### src/rtl/fifo_wr_arbiter.sv
// Round-robin arbiter sharing one FIFO write port among NUM_REQ requesters.
// Each grant writes up to BURST_LEN words, stalls on full, and ends early when the owner drops req.
module fifo_wr_arbiter #(
  parameter int DATA_WIDTH = 8,
  parameter int NUM_REQ    = 4,
  parameter int BURST_LEN  = 4,
  parameter int ID_WIDTH   = 2
) (
  input  logic                          clk,
  input  logic                          rst_n,
  input  logic [NUM_REQ-1:0]            req,
  input  logic [NUM_REQ*DATA_WIDTH-1:0] wdata,
  output logic [NUM_REQ-1:0]            ack,
  input  logic                          fifo_full,
  output logic                          fifo_w_en,
  output logic [DATA_WIDTH-1:0]         fifo_din,
  output logic [ID_WIDTH-1:0]           owner,
  output logic                          busy
);

  localparam int CNT_W = $clog2(BURST_LEN) + 1;

  typedef enum logic {
    IDLE  = 1'b0,
    GRANT = 1'b1
  } state_t;

  state_t              state, state_d;
  logic [ID_WIDTH-1:0] owner_d;
  logic [ID_WIDTH-1:0] last_owner, last_owner_d;
  logic [CNT_W-1:0]    beat_cnt, beat_cnt_d;
  logic [ID_WIDTH-1:0] pick;
  logic                found;
  logic                accept;

  // Round-robin search starting just after the previous owner, wrapping modulo NUM_REQ.
  always_comb begin
    // NOTE: every combinational output gets a default first so no latch is inferred.
    pick  = '0;
    found = 1'b0;
    for (int i = 1; i <= NUM_REQ; i++) begin
      if (!found && req[(int'(last_owner) + i) % NUM_REQ]) begin
        pick  = ID_WIDTH'((int'(last_owner) + i) % NUM_REQ);
        found = 1'b1;
      end
    end
  end

  // Zero-latency write qualifier: the word is written on the edge where ack is high.
  assign accept    = (state == GRANT) && req[owner] && !fifo_full;
  assign fifo_w_en = accept;
  assign busy      = (state == GRANT);

  always_comb begin
    ack      = '0;
    fifo_din = '0;
    if (accept) begin
      ack[owner] = 1'b1;
      fifo_din   = wdata[int'(owner)*DATA_WIDTH +: DATA_WIDTH];
    end
  end

  always_comb begin
    state_d      = state;
    owner_d      = owner;
    last_owner_d = last_owner;
    beat_cnt_d   = beat_cnt;
    case (state)
      IDLE: begin
        if (found) begin
          owner_d    = pick;
          beat_cnt_d = '0;
          state_d    = GRANT;
        end
      end
      GRANT: begin
        if (!req[owner]) begin
          // Early release: the owner ran out of data, no word is written this cycle.
          state_d      = IDLE;
          last_owner_d = owner;
          beat_cnt_d   = '0;
        end else if (!fifo_full) begin
          if (beat_cnt == CNT_W'(BURST_LEN - 1)) begin
            state_d      = IDLE;
            last_owner_d = owner;
            beat_cnt_d   = '0;
          end else begin
            beat_cnt_d = beat_cnt + CNT_W'(1);
          end
        end
      end
      default: state_d = IDLE;
    endcase
  end

  always_ff @(posedge clk or negedge rst_n) begin
    if (!rst_n) begin
      state      <= IDLE;
      owner      <= '0;
      last_owner <= ID_WIDTH'(NUM_REQ - 1);
      beat_cnt   <= '0;
    end else begin
      // NOTE: sequential state uses non-blocking assignments so all registers update together.
      state      <= state_d;
      owner      <= owner_d;
      last_owner <= last_owner_d;
      beat_cnt   <= beat_cnt_d;
    end
  end

endmodule

### config.mk
export PLATFORM = sky130hd
export DESIGN_NAME = fifo_wr_arbiter
export DESIGN_NICKNAME = d
export VERILOG_FILES = /design/src/rtl/fifo_wr_arbiter.sv
export SDC_FILE = /design/constraint.sdc
export NUM_CORES = 1
export LEC_CHECK = 0
export ABC_AREA = 1
export BUFFER_PORTS_ARGS = -buffer_cell sky130_fd_sc_hd__buf_4
export CAP_MARGIN = 20
export CORE_MARGIN = 2
export CORE_UTILIZATION = 51
export CTS_BUF_LIST = sky130_fd_sc_hd__clkbuf_4
export CTS_CLUSTER_SIZE = 20
export DETAILED_ROUTE_END_ITERATION = 8
export GPL_ROUTABILITY_DRIVEN = 1
export PLACE_DENSITY = 0.87
export SYNTH_ARGS = -nofsm -noshare
export SYNTH_HDL_FRONTEND = slang
export SYNTH_SLANG_ARGS = --single-unit
### constraint.sdc
create_clock -name clk -period 3.7 [get_ports clk]
set_input_delay 0.37 -clock clk [delete_from_list [all_inputs] [get_ports clk]]
set_output_delay 0.37 -clock clk [all_outputs]
set_load 0.01 [all_outputs]
=== Yosys cells after proc, flatten, opt, wreduce, memory -nomap -nowiden ===
Index checks and enable logic that the tools add are counted.

* $add $sub $neg: 5
* Magnitude comparators: 6
* Equal/unequal tests: 5
* Shift operators: 1
* Multiplexer cells: 39
* Bitwise gates (word level): 5
* Reductions and logical operators: 17

{| class="wikitable"
|+ Operators by type and width
! operator !! count
|-
| indexed part select 32 x 6 -> 8 bit || 1
|-
| 2-to-1 mux 1 bit || 18
|-
| < comparator 3 x 4 -> 1 bit, second input constant || 4
|-
| 2-to-1 mux 2 bit || 7
|-
| 2-to-1 mux 3 bit || 4
|-
| binary-select mux 1 bit (select 2 bit) || 5
|-
| 2-to-1 mux 8 bit || 1
|-
| OR reduction 2 bit || 4
|-
| logical AND 1 bit || 6
|-
| case mux 3 bit (2 select lines) || 1
|-
| adder 2 x 1 -> 2 bit, second input constant || 2
|-
| adder 2 bit, second input constant || 2
|-
| AND 1 bit, first input constant || 4
|-
| logical NOT 1 bit || 4
|-
| 2-to-1 mux 4 bit || 1
|-
| != test 2 bit, second input constant || 2
|-
| AND reduction 2 bit || 2
|-
| adder 3 x 1 -> 3 bit, second input constant || 1
|-
| == test 3 x 2 -> 1 bit, second input constant || 1
|-
| < comparator 2 x 3 -> 1 bit, second input constant || 1
|-
| != test 3 bit, second input constant || 1
|-
| AND reduction 3 bit || 1
|-
| demux 1 bit (select 2 bit) || 1
|-
| >= comparator 2 x 1 -> 1 bit, second input constant || 1
|-
| other kinds (3) || 3
|}

* Register bits after elaboration: 8
* Bits of input ports: 39
* Output and inout port bits: 16
* Word-level logic and storage cells: 82

=== Logic depth before layout (Yosys ltp) ===
Gate-level depths: netlist of the first run.

* Word-level depth: 18
* Mapped depth: 12
* Mapped depth without buffers: 11

=== Worst setup path after synthesis of the first run ===
Ideal clock, no wire load.

* Kind: reg-to-output
* Start: register owner[1]
* End: output port ack[0]
* Arrival time: 1.403 ns
* Data required time: 3.330 ns
* Path slack: 1.927 ns
* Cell stages (with the launch flop): 8
* Buffers on the path: 2
* Path through: dfrtp_1 -> buf_6 -> nor2_4 -> nand2_2 -> nand4_4 -> nand3b_4 -> buf_8 -> nor3_2

* Cells in the longest elaborated chain, start to end: 5
* Elaborated cells between the ends (all ways): 10
* Classes of those cells: order compare: 2; mux: 5; reduce/logical: 3

{| class="wikitable"
|+ Ends and longest elaborated chain
! item !! RTL line !! source
|-
| from (decl) || 17 || <nowiki>output logic [ID_WIDTH-1:0] owner,</nowiki>
|-
| from (signal assigned) || 105 || <nowiki>owner <= owner_d;</nowiki>
|-
| < comparator 2 x 3 -> 1 bit (implied by the code) (tied with other cells) || 58 || <nowiki>ack[owner] = 1'b1;</nowiki>
|-
| logical AND 1 bit (implied by the code) / 2-to-1 mux 1 bit (equally long branches) || 58, 50 ||
|-
| 2-to-1 mux 1 bit (implied by the code) / logical AND 1 bit (equally long branches) || 58, 50 ||
|-
| demux 1 bit (select 2 bit) / logical AND 1 bit (equally long branches) || 58, 50 ||
|-
| 2-to-1 mux 4 bit (*) || 57 || <nowiki>if (accept) begin</nowiki>
|-
| to (decl) || 13 || <nowiki>output logic [NUM_REQ-1:0] ack,</nowiki>
|}

Every way passes the cells marked *; elsewhere a longest branch is shown, timed or not. The select of a mux whose other input is x is not followed.

=== Worst setup path after layout of the first run ===
* Start: register owner[0]
* End: output port ack[2]

The elaborated chain is that of the path after synthesis.

==> impl_results.md, run 1 <==
* Status: finished clean
* Slew Limit Fails at 0
* Clock skew at about 4.4 ps
* First-pass GRT wire length at between 5000 and 6000 microns
* Setup Slack @ Placement at between 1500 and 2000 ps
* Sequential cell area at approximately 200 sq um
* CTS tree: done
* Minimum clock period at between 2000 and 2500 ps
* Core box area at between 0.002 and 0.0025 sq mm
* Multi-input logic area at 790.8 sq um
* IO Port Bufs at 54
* Routed length per placed instance at between 10 and 15 microns
* Chip width at roughly 50 microns
* GRT overflow at 0
* Post-synth top area cell: nand2_1
* Slew headroom at approximately three fifths
* Num CTS Buffers at 3
* First drt pass iteration count at 4
* Starting Density at 55.45%
* Final hold slack at 456.9 ps
* Row count at 16
* Vias in the first global route at 1191
* P_leak at between 0.7 and 0.8 nW
* Setup TNS at 0 ps
* Placed wire-length estimate at around 2500 microns
* Die Y at about 51 microns
* Max Fclk at a little over 0.4 GHz
* Crit path kind: flip-flop to output port
* Synth Area per Inst at 7.141 sq um
* Hold Vio Cnt, Final at 0
* Final setup fails at 0
* Post-synth top flop: dfrtp_1
* # DRC at 0
* CTS Sinks at 8
* Post CTS Setup Buffer Count at 0
* Die area at around 0.0026 sq mm
* Max VDD drop at 0.4492 mV
* Syn Nets at approximately 200
* ANT cells at 0
* EDFF count, synth at 0
* Synth cell count leaders: nand2_1 (73), inv_1 (12), a22oi_1 (8), a31oi_4 (8), nand3_1 (8)
* Max-cap check violation count at 0
* Period Utilization, post-route at approximately 67%
* Clock slew at reported path FFs at 60 ps
* Worst hold path class: input pin to async pin
* Sequential area share after synthesis at roughly 18%
* Post_cts resized at 0
* Root Buffer: clkbuf_4
* Initial drt markers at 21
* Arrival time worst endpoint at about 2100 ps
* Layout cells sized above 1 at between 40% and 50%
* GRT Util Overall at 25.57%
* Final WS setup at ~1200 ps
* Number of synthesis warnings at 0
* Post-Syn Instances at 157
* Endpoint class of the critical path: output port
* Most frequent cell after synthesis: nand2_1
* CP Cell Sequence: nand2_4 -> inv_4 -> nand2_1 -> nand4_4 -> nand3b_4 -> nor3_1 -> buf_4
* Least-Margin Pin Slew at around 600 ps
* Filler Cell Count at roughly 170
* Pwr/cell area at just under 700 mW/mm^2
* DRT antenna net count at 0
* # hold bufs at CTS at 1
* H-tree depth at 1
* DR vias at approximately 1200
* Area grow syn2layout at 37.39%
* Clk_lat worst skew at roughly 260 ps
* Critical Path RT at ~3300 ps
* Cell variety after synth at 28
* Worst stage delay on the critical path at about 720 ps
* Final wirelength at roughly 3000 microns
* CP Max Fanout at 13
* Synth top area share at ~24%
* Placed Cells at around 230
* Worst-case clock buffer depth at 2
* Initial antenna violation count at 0
* Synthesized area at ~0.0011 sq mm
* Finished Layout Cells at approximately 240
* Flops & latches, synth at 8
* RSZ-0062 raised after global routing: false
* Layout net count at ~250
* Synth top area cells: nand2_1 (24%), a31oi_4 (15%), dfrtp_1 (13%)
* R2R setup slack at roughly 1900 ps
* FFs w/ async S/R, synth at 100.0%
* Largest net degree at the start of global routing at 14
* IO Pins at 55
* Vias per cell at 5.080
* Critical path startpoint category: flip-flop
* Worst-path cell with the longest stage delay: dfrtp_1
* Placer Congestion at 0.7975
power by group:
part,leakage [nW],switching (mW),internal (mW)
Combinational,0.684,0.455,0.284
Sequential,0.0980,0.102,0.130
Clock,0.0138,0.0341,0.0374
per-stage QoR:
stage          power, mW  utilization, %  area, sq um
2_1_floorplan     0.8050               -         1121
3_3_place_gp      0.9400           74.57         1508
3_5_place_dp      0.9685           74.57         1508
4_1_cts            1.039           76.18         1540
5_1_grt            1.141           76.18         1540
6_report           1.042           76.18         1540
per-layer routing:
metal  vias up  part of all wire (%)  global-route usage (%)
li1        624                     -                       -
met1       545                    46                   31.15
met2        29                    50                   48.68
met3         6                   2.7                   2.632
met4         0                   1.6                   4.505
met5         -                     0                       0
state kept, by name, summed over array words and instances (netlist names):
register    flops
beat_cnt        3
last_owner      2
busy            1
owner           2
final cells by class:
cell class / count / area share (%)
Tap cell: 27 / 2.193
Inverter: 18 / 4.874
Timing Repair Buffer: 55 / 26.97
Multi-Input combinational cell: 126 / 51.34
Sequential cell: 8 / 13.16
Clock buffer: 3 / 1.462
final timing paths:
check | startpoint | to | cells after the start
worst max-delay path | owner[0]$_DFFE_PN0P_ | ack[2] | 7
worst min-delay path | rst_n | owner[1]$_DFFE_PN0P_ | 2
worst max register to register | owner[0]$_DFFE_PN0P_ | beat_cnt[0]$_DFFE_PN0P_ | 8
worst min register to register | beat_cnt[2]$_DFFE_PN0P_ | beat_cnt[2]$_DFFE_PN0P_ | 2
max in group asynchronous | rst_n | last_owner[0]$_DFFE_PN1P_ | 2
min in group clk | fifo_full | beat_cnt[2]$_DFFE_PN0P_ | 4
critical path, delay by kind of cell, from the launching register on:
family	cells	cell delay, ps
buf+inv	2	290
flops	1	720
simple gates	5	840
cell families after synthesis:
family,after synthesis,share of synthesized area [%]
buffers and inverters,23,11.38
and+or+nand+nor,101,45.09
DFF,8,18.08
adders and majority gates,1,1.116
AOI/OAI and AO/OA,24,24.33
layout by cell type, fill, tap and decap left out:
master | synthesis | final
nor2_8 | 2 | 2
o21ai_0 | 5 | 5
nor2_1 | 3 | 3
dfstp_2 | 2 | 2
a22oi_1 | 8 | 8
nand3b_4 | 1 | 1
inv_4 | 3 | 3
inv_2 | 3 | 3
nand3_1 | 8 | 8
nand4_1 | 3 | 3
nand3b_1 | 1 | 1
clkbuf_4 | 0 | 3
nand2_2 | 2 | 2
dlygate4sd3_1 | 0 | 1
buf_4 | 2 | 54
o21ai_1 | 2 | 2
nand2_4 | 2 | 2
ha_1 | 1 | 1
nand4_4 | 1 | 1
a31oi_4 | 8 | 8
nand2_1 | 73 | 73
nor2_2 | 1 | 1
inv_1 | 12 | 12
nor3_1 | 2 | 2
dfrtp_1 | 6 | 6
a21boi_0 | 1 | 1
nor3_2 | 1 | 1
nor2_4 | 1 | 1
No activity file was read; power rests on OpenSTA's default activity.
==> run 2, diff against run 1 <==
Settings changed: ABC_AREA 1 to 0, CORE_UTILIZATION 51 to 43, PLACE_DENSITY 0.87 to 0.81.
Clock period 3.7 ns to 2.5 ns, I/O delays scaled along.
==> run 2 against run 1 <==
Compared with the run above:
- synthesized area down 24%
- clock-buffer cell count grew 1
- cell count down 31%
- sequential share of layout area up 2.6 points
- core utilization down 9.2 points
- critical path depth fell by 4
- critical endpoint is now fifo_din[1]
- highest routed layer is now met3
==> impl_results.md, run 2 <==
* Placer Congestion at between 0.7 and 0.8
* Max reg flops at 3
* Setup TNS at 0 ps
* Max Fclk at roughly 0.46 GHz
* IO Port Bufs at 54
* Clk_lat worst skew at ~260 ps
* Clk pwr share at between 10% and 20%
* Vias in the first global route at approximately 800
* Sw Share at 38.36%
* Commonest non-fill, non-tap cell in the layout: buf_4
* Placed wire-length estimate at around 1900 microns
* Die area at ~0.0024 sq mm
* Post-route cell area at around 0.0013 sq mm
* Layout net count at approximately 180
* FFs w/ async S/R, synth at between 90% and 100%
* Max VDD drop at approximately 0.78 mV
* Largest net degree at the start of global routing at 17
* H-tree depth at 1
* Layout cells sized above 1 at between 50% and 60%
* Overall power at around 1.1 mW
* CTS Sinks at 8
* Net Switching at about 0.41 mW
* Synth cell count leaders: nor2b_1 (13), mux4_2 (9), dfrtp_1 (6), mux2i_1 (6), nor2_1 (6)
* Largest regs: beat_cnt: 3 flops, last_owner: 2 flops, owner: 2 flops
* Final setup fails at 0
* Final core utilization at between 60% and 70%
* Starting Density at 44.60%
* Final WS setup at between 300 and 400 ps
* CP Max Fanout at 16
* Most frequent cell after synthesis: nor2b_1
* DRT antenna net count at 0
* Crit path kind: flip-flop to output port
* Synth top area share at between 20% and 30%
* Flops & latches, synth at 8
* Post-synth top area cell: mux4_2
* Minimum clock period at roughly 2200 ps
* Most frequent cells in the layout: buf_4 (55), nor2b_1 (13), mux4_2 (9)
* Synthesized area at 857.1 sq um
* Arrival time worst endpoint at about 1900 ps
* ANT cells at 0
* Vias per cell at approximately 5.3
* Cell variety after synth at 32
* Grt met2 use at between 30% and 40%
* Slew headroom at between 50% and 60%
* Placed standard-cell area at ~0.0012 sq mm
* First drt pass iteration count at 2
* Clock slew at reported path FFs at ~60 ps
* # DRC at 0
* R2R Path Start: owner[0]$_DFFE_PN0P_
* Setup Slack @ Placement at 534.9 ps
* GRT overflow at 0
* R2R depth at 4
* Seq pwr share at slightly below 30%
* Most Crowded Layer GR: met2
* Largest reg by FF count: beat_cnt
* Sequential area share after synthesis at roughly a quarter
* First-pass GRT wire length at 3905 microns
* EDFF count, synth at 0
* Pwr/cell area at between 800 and 900 mW/mm^2
* Routed length per placed instance at about 14 microns
* Worst setup path start: owner[0]$_DFFE_PN0P_
* Max-cap check violation count at 0
* Critical Path RT at between 2000 and 2500 ps
* Number of synthesis warnings at 0
* Worst hold path class: input pin to async pin
* Post_cts resized at 0
* M1 GR Usage at approximately a quarter
* Endpoint class of the critical path: output port
* Post-synth top flop: dfrtp_1
* Die Y at slightly below 50 microns
* Area grow syn2layout at 50.07%
* Hold Vio Cnt, Final at 0
* Status: finished clean
* M3 GR Usage at 4.938%
* Comb pwr share at approximately three fifths
* Slew Limit Fails at 0
* Root Buffer: clkbuf_4
* Num CTS Buffers at 3
* Synth Area per Inst at approximately 10 sq um
* Post-Syn Instances at 85
* Core box area at just under 0.002 sq mm
* CTS tree: done
* Row count at 16
* Period Utilization, post-route at 87.46%
* Clock skew at roughly 14 ps
* P_leak at approximately 0.62 nW
* Synth top area cells: mux4_2 (24%), dfrtp_1 (18%), nor2b_1 (9.5%)
* Initial drt markers at 8
* Chip width at ~49 microns
* Worst-case clock buffer depth at 2
* Final wirelength at ~2300 microns
* RSZ-0062 raised after global routing: false
* IO Pins at between 50 and 60
* DR vias at 856
* Int Pwr at 0.6663 mW
* Syn Nets at roughly 130
* GRT Util Overall at a little over a fifth
* Least-Margin Pin Slew at a little over 700 ps
* Initial antenna violation count at 0
* Critical path startpoint category: flip-flop
run 2: cell count changes in the layout (fill, tap and decap cells not counted), sizes merged, moves of 3 or more:
cell	before	now
nand2	77	4
inv	18	2
nor2b	0	13
mux4	0	9
a22oi	8	0
a31oi	8	2
mux2i	0	6
nand3	8	2
nand4	4	0
o21ai	7	3
a21oi	0	3
run 2: logic make-up (layout without fill, tap and decap cells):
| group | count (synthesis) | count (layout) | synth area share [%] |
|---|---|---|---|
| buf+inv | 11 | 62 | 7.591 |
| mux | 17 | 17 | 33.28 |
| flops | 8 | 8 | 23.65 |
| compound gates | 13 | 13 | 9.781 |
| xor+xnor | 1 | 1 | 1.022 |
| fa+ha+maj | 1 | 1 | 1.460 |
| simple gates | 34 | 34 | 23.21 |
run 2: repair_timing:
action                    CTS  global route
hold buffers                1             0
buffers inserted            0             0
hold endpoints to repair    8             0
run 2: metrics by stage:
| stage | hold WS (ps) | cells |
|---|---|---|
| final | 347.2 | 163 |
| after global routing | 344.4 | 163 |
| after CTS | 345.0 | 163 |
| after detailed placement | 69.07 | 158 |
| after global placement | 66.02 | 158 |
| after floorplan | -45.59 | 85 |
run 2: worst paths after layout:
check	endpoint	slack (ps)
worst max-delay path	fifo_din[1]	310
worst min-delay path	busy$_DFF_PN0_	350
worst max register to register	last_owner[0]$_DFFE_PN1P_	630
worst min register to register	beat_cnt[2]$_DFFE_PN0P_	520
max in group asynchronous	last_owner[1]$_DFFE_PN1P_	1930
min in group clk	owner[1]$_DFFE_PN0P_	370
run 2: cell type report:
class | count | area, sq um
clock buffer | 4 | 30.03
fill | 164 | 635.6
multi-input combinational | 66 | 589.3
tap | 27 | 33.78
sequential | 8 | 202.7
inverter | 2 | 7.507
timing repair buffer | 56 | 422.9
run 2: worst max-delay path: stages, from the launching register on:
cell and delay, ps:
dfrtp_1 800, mux4_2 600, nor2b_1 140, buf_4 140
run 2: per-layer routing:
layer | up-vias | share of wire (%) | routed length (microns)
li1 | 418 | - | -
met1 | 406 | 43 | 1002
met4 | 0 | 0 | 0
met3 | 0 | 5.8 | 136
met2 | 32 | 51 | 1197
met5 | - | 0 | 0
run 2: power by group through the flow:
stage	logic (mW)	registers, mW	clock network (mW)
after detailed placement	0.649	0.324	0
after CTS	0.652	0.321	0.120
after global placement	0.633	0.318	0
final	0.646	0.316	0.119
after global routing	0.694	0.336	0.128
after floorplan	0.550	0.239	0
